### config.mk
export PLATFORM = sky130hd
export DESIGN_NAME = sc_out_collector
export DESIGN_NICKNAME = d
export VERILOG_FILES = /design/src/rtl/sc_pkg.sv /design/src/rtl/sc_byte_fifo.sv /design/src/rtl/sc_out_collector.sv
export SDC_FILE = /design/constraint.sdc
export NUM_CORES = 1
export LEC_CHECK = 0
export CORE_ASPECT_RATIO = 0.7
export CORE_MARGIN = 5
export CORE_UTILIZATION = 60
export DETAILED_ROUTE_END_ITERATION = 12
export DONT_BUFFER_PORTS = 1
export PLACE_DENSITY_LB_ADDON = 0.3
export SKIP_LAST_GASP = 1
export SLEW_MARGIN = 10
export SYNTH_ARGS = -nofsm -noshare
export SYNTH_HDL_FRONTEND = slang
export SYNTH_SLANG_ARGS = --single-unit
### constraint.sdc
create_clock -name clk -period 3.4 [get_ports clk]
set_input_delay 0.34 -clock clk [delete_from_list [all_inputs] [get_ports clk]]
set_output_delay 0.34 -clock clk [all_outputs]
set_load 0.02 [all_outputs]
### src/rtl/sc_pkg.sv
// rtl/sc_pkg.sv - shared character constants, types and helpers for the stream-cipher collector
package sc_pkg;

    typedef logic [7:0] char_t;

    localparam char_t UPPERCASE_A_CHAR = 8'h41;
    localparam char_t UPPERCASE_Z_CHAR = 8'h5A;
    localparam char_t LOWERCASE_A_CHAR = 8'h61;
    localparam char_t LOWERCASE_Z_CHAR = 8'h7A;

    function automatic logic is_letter(input char_t c);
        return ((c >= UPPERCASE_A_CHAR) && (c <= UPPERCASE_Z_CHAR)) ||
               ((c >= LOWERCASE_A_CHAR) && (c <= LOWERCASE_Z_CHAR));
    endfunction

    function automatic logic [15:0] sat_inc16(input logic [15:0] v);
        return (v == 16'hFFFF) ? v : v + 16'd1;
    endfunction

endpackage

### src/rtl/sc_byte_fifo.sv
// rtl/sc_byte_fifo.sv - first-word-fall-through byte FIFO with flush and drop indication
module sc_byte_fifo
    import sc_pkg::*;
#(
    parameter int DEPTH = 16
) (
    input  logic                   clk,
    input  logic                   rst_n,
    input  logic                   push,
    input  char_t                  push_data,
    input  logic                   pop,
    input  logic                   flush,
    output char_t                  head,
    output logic                   empty,
    output logic                   dropped,
    output logic [$clog2(DEPTH):0] level
);

    localparam int AW = $clog2(DEPTH);

    logic [AW:0] r_wr_ptr;
    logic [AW:0] r_rd_ptr;
    char_t       r_mem [DEPTH];

    logic w_full;
    logic w_do_pop;
    logic w_do_push;

    assign empty     = (r_wr_ptr == r_rd_ptr);
    assign w_full    = (r_wr_ptr[AW] != r_rd_ptr[AW]) && (r_wr_ptr[AW-1:0] == r_rd_ptr[AW-1:0]);
    assign w_do_pop  = pop && !empty && !flush;
    // A full FIFO still takes a push when the head leaves in the same cycle.
    assign w_do_push = push && !flush && (!w_full || w_do_pop);
    assign dropped   = push && !flush && w_full && !w_do_pop;
    assign level     = r_wr_ptr - r_rd_ptr;
    assign head      = empty ? '0 : r_mem[r_rd_ptr[AW-1:0]];

    always_ff @(posedge clk or negedge rst_n) begin
        if (!rst_n) begin
            r_wr_ptr <= '0;
            r_rd_ptr <= '0;
        end else if (flush) begin
            r_wr_ptr <= '0;
            r_rd_ptr <= '0;
        end else begin
            if (w_do_push) r_wr_ptr <= r_wr_ptr + 1'b1;
            if (w_do_pop)  r_rd_ptr <= r_rd_ptr + 1'b1;
        end
    end

    always_ff @(posedge clk) begin
        if (w_do_push) r_mem[r_wr_ptr[AW-1:0]] <= push_data;
    end

endmodule

### src/rtl/sc_out_collector.sv
// rtl/sc_out_collector.sv - aligns cipher output with snooped plaintext and queues selected bytes
// Optional counters are enabled with SC_OUT_COLLECTOR_STATS_EN.
module sc_out_collector
    import sc_pkg::*;
#(
    parameter int DEPTH      = 16,
    parameter int CIPHER_LAT = 1
) (
    input  logic                   clk,
    input  logic                   rst_n,
    input  logic                   din_valid,
    input  logic [7:0]             txt_in_char,
    input  logic [7:0]             txt_out_char,
    input  logic                   dout_ready,
    input  logic                   flush,
    output logic                   out_valid,
    output logic [7:0]             out_char,
    input  logic                   out_ready,
    output logic [$clog2(DEPTH):0] level,
    output logic                   overflow,
    output logic                   sync_err
`ifdef SC_OUT_COLLECTOR_STATS_EN
    ,
    output logic [15:0]            letter_cnt,
    output logic [15:0]            passthru_cnt,
    output logic [15:0]            drop_cnt
`endif
);

    logic [CIPHER_LAT-1:0] r_vld;
    char_t                 r_chr [CIPHER_LAT];
    logic                  r_overflow;
    logic                  r_sync_err;

    logic  w_sel_vld;
    char_t w_sel_chr;
    logic  w_sel_letter;
    char_t w_wr_byte;
    logic  w_empty;
    logic  w_dropped;
    logic  w_pop;

    always_ff @(posedge clk or negedge rst_n) begin
        if (!rst_n) begin
            r_vld <= '0;
            for (int i = 0; i < CIPHER_LAT; i++) r_chr[i] <= '0;
        end else if (flush) begin
            r_vld <= '0;
        end else begin
            r_vld[0] <= din_valid;
            r_chr[0] <= txt_in_char;
            for (int i = 1; i < CIPHER_LAT; i++) begin
                r_vld[i] <= r_vld[i-1];
                r_chr[i] <= r_chr[i-1];
            end
        end
    end

    // The last stage lines up with the cycle the cipher presents this character's result.
    assign w_sel_vld    = r_vld[CIPHER_LAT-1];
    assign w_sel_chr    = r_chr[CIPHER_LAT-1];
    assign w_sel_letter = is_letter(w_sel_chr);
    assign w_wr_byte    = w_sel_letter ? txt_out_char : w_sel_chr;

    assign out_valid = !w_empty;
    assign w_pop     = out_valid && out_ready;

    sc_byte_fifo #(.DEPTH(DEPTH)) u_fifo (
        .clk       (clk),
        .rst_n     (rst_n),
        .push      (w_sel_vld),
        .push_data (w_wr_byte),
        .pop       (w_pop),
        .flush     (flush),
        .head      (out_char),
        .empty     (w_empty),
        .dropped   (w_dropped),
        .level     (level)
    );

    always_ff @(posedge clk or negedge rst_n) begin
        if (!rst_n) begin
            r_overflow <= 1'b0;
            r_sync_err <= 1'b0;
        end else begin
            if (w_dropped) r_overflow <= 1'b1;
            if (w_sel_vld && w_sel_letter && !dout_ready) r_sync_err <= 1'b1;
        end
    end

    assign overflow = r_overflow;
    assign sync_err = r_sync_err;

`ifdef SC_OUT_COLLECTOR_STATS_EN
    logic [15:0] r_letter_cnt;
    logic [15:0] r_passthru_cnt;
    logic [15:0] r_drop_cnt;
    logic        w_accept;

    assign w_accept = w_sel_vld && !flush && !w_dropped;

    always_ff @(posedge clk or negedge rst_n) begin
        if (!rst_n) begin
            r_letter_cnt   <= '0;
            r_passthru_cnt <= '0;
            r_drop_cnt     <= '0;
        end else if (flush) begin
            r_letter_cnt   <= '0;
            r_passthru_cnt <= '0;
            r_drop_cnt     <= '0;
        end else begin
            if (w_accept && w_sel_letter)  r_letter_cnt   <= sat_inc16(r_letter_cnt);
            if (w_accept && !w_sel_letter) r_passthru_cnt <= sat_inc16(r_passthru_cnt);
            if (w_dropped)                 r_drop_cnt     <= sat_inc16(r_drop_cnt);
        end
    end

    assign letter_cnt   = r_letter_cnt;
    assign passthru_cnt = r_passthru_cnt;
    assign drop_cnt     = r_drop_cnt;
`endif

endmodule

==> flow_metrics.py, run 1 <==
metrics = {
    "layout": {
        "layout-drive-gt1-share": 0.269,
        "syn_to_final_growth_pct": 13.9,
        "nFillCells": 660,
        "fin_nets": 421,
        "antenna_cells": 0,
        "multi_input_area_um2": 1810,
        "final-instance-count-excl-fill": 533,
        "regArea_um2": 4370,
    },
    "timing": {
        "worstMarginPinSlew_ps": 983,
        "fin_tns_setup_ps": 0,
        "grt_setup_unrepaired": "false",
        "finalMaxSlewViolations": 0,
        "layout_min_cycle_time_ps": 2990,
        "slew_headroom": 0.342,
        "setup_ws_ps": 406,
        "final-setup-viol-count": 0,
        "fin_worst_skew_ps": 8.45,
        "hold_violations": 0,
        "fmaxAchievable_ghz": 0.334,
        "min_period_over_period": 0.880,
    },
    "yosys": {
        "netlist_area_um2": 6320,
        "synth_common_cells": "edfxtp_1, mux4_2, dfrtp_1",
        "synth_seq_cells": 149,
        "synth_edf_count": 128,
        "ys_top_cells_by_area": "edfxtp_1, mux4_2, dfrtp_1, mux2_2, mux4_1",
        "syn_avg_cell_area_um2": 17.8,
        "yosysTopAreaCell": "edfxtp_1",
        "ys.flop_type": "edfxtp_1",
        "yosysSeqAreaShare": 0.691,
        "async_flop_share": 0.141,
        "synth_cells": 356,
        "synth_most_common_cell": "edfxtp_1",
        "synthesis.nets": 388,
        "yosys_warnings": 0,
        "synth_cell_types": 44,
        "yosysTopAreaCellShare": 0.608,
    },
    "power": {
        "leakage_nw": 2.50,
        "power_mw": 4.42,
        "power.density_nw_per_um2": 613,
        "ir_drop_mv": 0.451,
    },
    "drt": {
        "drc": 0,
        "dr.pass1.iters": 4,
        "via_count": 3449,
        "viasPerCell": 6.47,
        "drtIter0Drc": 423,
        "wl_per_cell_um": 25.7,
        "wirelength_um": 13700,
        "drtAntennaViolNets": 0,
    },
    "cts": {
        "hold_buffers": 2,
        "cts_tree": "done",
        "clockBufferDepth": 2,
        "clkLatencyLatePin_ps": 410,
        "cts_sinks": 149,
        "post-cts-setup-buffers": 0,
        "root_buffer": "clkbuf_16",
        "cts_buffers": 17,
        "ctsHtreeMaxLevel": 4,
        "path_clk_slew_ps": 60,
        "cts_resized": 0,
    },
    "job": {
        "maxCapViolations": 0,
    },
    "global_route": {
        "grt_overflow": 0,
        "track_usage": 0.230,
        "grt_pass1_wl_um": 20900,
        "grt_pass1_vias": 3445,
        "grt_max_degree": 22,
        "antenna_found_initial": 0,
    },
    "min_path": {
        "hp-class": "in2reg",
    },
    "critical_path": {
        "critPathCaptureType": "output port",
        "critPathMaxFanout": 14,
        "critical_path_class": "reg2out",
        "start_kind": "flop",
        "arrival_ps": 2650,
        "cp_data_required_time_ps": 3060,
    },
    "die": {
        "die_area_um2": 12700,
        "die_h_um": 95.9,
        "die_w_um": 133,
        "rows": 31,
        "io_pins": 38,
        "start_util": 0.613,
        "core_area_um2": 10300,
    },
    "place": {
        "dp_hpwl_um": 8870,
        "post-place-cells": 500,
        "place_ws_ps": 872,
        "gp_congestion": 0.878,
        "port-buffer-count": 0,
    },
    "outcome": {
        "status": "finished, final reports clean",
    },
}
## critical path, cell delays in order, from the launching register on
cell and delay (ps):
dfrtp_1 620, ha_1 380, and4_1 250, nand2_1 410
o21ai_0 160, a21oi_1 240, buf_4 190
## cell type report
type / instances / area share
Sequential cell: 149 / 0.607
Multi-Input combinational cell: 180 / 0.252
Clock buffer: 18 / 0.0596
Timing Repair Buffer: 30 / 0.0337
Tap cell: 132 / 0.0229
Clock inverter: 13 / 0.0188
Inverter: 11 / 0.00574
## sequential cells by signal (all words and copies together), names as in the netlist
signal,cells
sync_err,1
r_vld,1
r_chr,8
u_fifo.r_wr_ptr,5
u_fifo.r_mem,128
overflow,1
u_fifo.r_rd_ptr,5
## routing by layer
metal  track usage  vias to the layer above  share of wire
met4        0.0804                        0          0.018
met1         0.331                     1772           0.42
met3        0.0758                       19           0.11
li1              -                     1479              -
met2         0.334                      179           0.45
met5             0                        -              0
## cell usage in the layout (no fill, tap or decap), types with 4 or more instances in the layout
cell	Yosys	layout
dfrtp_1	21	20
a21oi_1	15	15
nor2b_1	4	4
o21ai_0	11	11
mux2i_1	7	7
buf_4	2	27
inv_1	9	9
mux2_2	20	20
nor3_1	7	7
xnor2_1	7	7
mux4_1	6	6
ha_1	9	9
clkbuf_16	0	17
mux4_2	26	26
edfxtp_1	128	128
nand2_1	13	13
nor2_1	14	14
nand3_1	6	6
## cell families (layout without fill, tap and decap cells)
kind of cell,Yosys count,after routing,share of synthesized area
flip-flops,149,149,0.691
buffers and inverters,27,72,0.0218
AO/OA/AOI/OAI,39,39,0.0370
adder cells (fa/ha/maj),10,10,0.0210
multiplexers,59,59,0.164
AND/OR/NAND/NOR,61,61,0.0483
XOR/XNOR,11,11,0.0164
## worst paths after layout
kind	slack (ps)	cells past startpoint	from	to
max	410	6	u_fifo.r_wr_ptr[2]	out_char[2]
min	70	1	din_valid	r_vld
max reg2reg	910	6	u_fifo.r_wr_ptr[2]	u_fifo.r_mem[3][2]
min reg2reg	510	1	r_chr[5]	r_chr[5]
max in group asynchronous	2190	1	rst_n	u_fifo.r_rd_ptr[0]
min in group asynchronous	540	1	rst_n	r_chr[2]
## stage by stage
step | area [um2] | utilization | hold WS [ps]
floorplan | 6320 | - | 44.4
global placement | 6610 | 0.641 | 45.0
detailed placement | 6610 | 0.641 | 45.0
CTS | 7200 | 0.698 | 64.0
global route | 7200 | 0.698 | 55.5
finish | 7200 | 0.698 | 73.7
## report_power, final
| group | switching [mW] | total [mW] | internal, mW |
|---|---|---|---|
| clock network | 0.704 | 1.78 | 1.07 |
| logic | 0.319 | 0.540 | 0.220 |
| registers | 0.0400 | 2.10 | 2.06 |
Power figures use the tool's default switching activity.
==> run 2, diff against run 1 <==
- CORE_UTILIZATION: 60 -> 63
- RECOVER_POWER: default -> 50
==> run 2 against run 1 <==
  * Total power grew 0.49%
  * Die area is 4.3% lower
  * Final area down 0.43%
  * Cell count decreased by 1.1%
  * Flip-flop and latch count is the same
  * Count of clock-buffer cells in the layout is 1 lower
  * Critical path depth is the same
  * Core utilization grew 3.7 points
==> flow_metrics.py, run 2 (synthesis results as in run 1) <==
metrics = {
    "layout": {
        "fin_util": 0.734,
        "layout-drive-gt1-share": 0.246,
        "antenna_cells": 0,
        "fin_nets": 420,
        "final_common_cell": "edfxtp_1",
        "nFillCells": 584,
        "largest_reg_flops": 128,
        "layout_common_cells": "edfxtp_1, mux4_2, buf_4",
        "syn_to_final_growth_pct": 13.4,
    },
    "job": {
        "maxCapViolations": 0,
    },
    "power": {
        "power_mw": 4.44,
        "p_seq_frac": 0.470,
        "p_int_mw": 3.40,
        "switching_share": 0.235,
        "p_switching_mw": 1.04,
        "ir_drop_mv": 0.640,
        "leakage_nw": 2.50,
        "power.density_nw_per_um2": 619,
        "clock_power_share": 0.408,
        "comb_power_share": 0.122,
    },
    "place": {
        "port-buffer-count": 0,
        "dp_hpwl_um": 8750,
        "place_ws_ps": 777,
        "gp_congestion": 0.908,
    },
    "global_route": {
        "grt_max_degree": 22,
        "grt_overflow": 0,
        "grt_pass1_wl_um": 20800,
        "grt_pass1_vias": 3570,
        "antenna_found_initial": 0,
        "track_usage": 0.243,
    },
    "critical_path": {
        "r2r-start": "u_fifo.r_wr_ptr[2]",
        "arrival_ps": 2630,
        "start_kind": "flop",
        "crit_path_start": "u_fifo.r_wr_ptr[3]",
        "critical_path_class": "reg2out",
        "critPathCaptureType": "output port",
        "cp_data_required_time_ps": 3060,
        "critPathMaxFanout": 13,
        "r2r_setup_slack_ps": 650,
    },
    "cts": {
        "cts_sinks": 149,
        "post-cts-setup-buffers": 0,
        "cts_buffers": 17,
        "cts_tree": "done",
        "clockBufferDepth": 2,
        "clkLatencyLatePin_ps": 410,
        "ctsHtreeMaxLevel": 4,
        "root_buffer": "clkbuf_16",
        "path_clk_slew_ps": 60,
    },
    "timing": {
        "final-setup-viol-count": 0,
        "finalMaxSlewViolations": 0,
        "grt_setup_unrepaired": "false",
        "worstMarginPinSlew_ps": 1220,
        "fin_hold_ws_ps": 60.7,
        "min_period_over_period": 0.873,
        "hold_violations": 0,
        "fin_worst_skew_ps": 7.33,
        "slew_headroom": 0.180,
        "fin_tns_setup_ps": 0,
        "layout_min_cycle_time_ps": 2970,
        "setup_ws_ps": 431,
        "fmaxAchievable_ghz": 0.337,
    },
    "die": {
        "rows": 30,
        "io_pins": 38,
        "start_util": 0.648,
        "die_area_um2": 12200,
        "die_w_um": 130,
        "die_h_um": 93.8,
        "core_area_um2": 9760,
    },
    "drt": {
        "viasPerCell": 6.50,
        "via_count": 3423,
        "wl_per_cell_um": 25.6,
        "drtIter0Drc": 453,
        "drc": 0,
        "wirelength_um": 13500,
        "dr.pass1.iters": 5,
        "drtAntennaViolNets": 0,
    },
    "min_path": {
        "hp-class": "in2reg",
        "min-delay-start": "din_valid",
    },
    "outcome": {
        "status": "finished, final reports clean",
    },
}
[run 2: final timing paths]
path,end,depth (start not counted)
hold reg to reg,r_chr[5],1
min in group asynchronous,u_fifo.r_wr_ptr[2],1
max in group asynchronous,u_fifo.r_rd_ptr[0],1
setup / recovery,out_char[0],6
hold / removal,r_vld,1
setup reg to reg,u_fifo.r_mem[0][7],4
[run 2: per-layer routing]
layer | track usage | share of wire | routed length, um | up-vias
met1 | 0.360 | 0.44 | 5890 | 1774
met4 | 0.0675 | 0.010 | 138 | 0
li1 | - | - | - | 1473
met2 | 0.354 | 0.46 | 6180 | 164
met3 | 0.0744 | 0.095 | 1280 | 12
met5 | 0 | 0 | 0 | -
[run 2: metrics by stage]
| stage | std cells | instance area (um2) |
|---|---|---|
| floorplan | 356 | 6320 |
| global placement | 495 | 6590 |
| CTS | 527 | 7180 |
| detailed placement | 495 | 6590 |
| global route | 527 | 7170 |
| finish | 527 | 7170 |
[run 2: cell type report]
cell class / instances / area [um2] / area share
timing repair buffer: 29 / 219 / 0.0306
multi-input combinational: 180 / 1810 / 0.252
tap: 128 / 160 / 0.0223
clock buffer: 17 / 425 / 0.0594
inverter: 11 / 41.3 / 0.00576
clock inverter: 13 / 141 / 0.0197
sequential: 149 / 4370 / 0.610
[run 2: repair_timing]
item                      CTS  global route
hold buffers                2             0
hold endpoints to repair   32             0
gates resized for setup     0             0
[run 2: worst max-delay path, cell delays in order, from the launching register on]
cell	delay, ps
dfrtp_1	590
ha_1	370
and4_1	280
nand2_1	390
o21ai_0	180
a21oi_1	210
buf_4	180
[run 2: power by group through the flow]
stage	clock network [mW]	logic [mW]	registers, mW
after floorplan	0	0.400	2.11
after global routing	1.92	0.582	2.09
final	1.81	0.540	2.09
after detailed placement	0	0.534	2.12
after global placement	0	0.518	2.12
after CTS	1.84	0.547	2.09
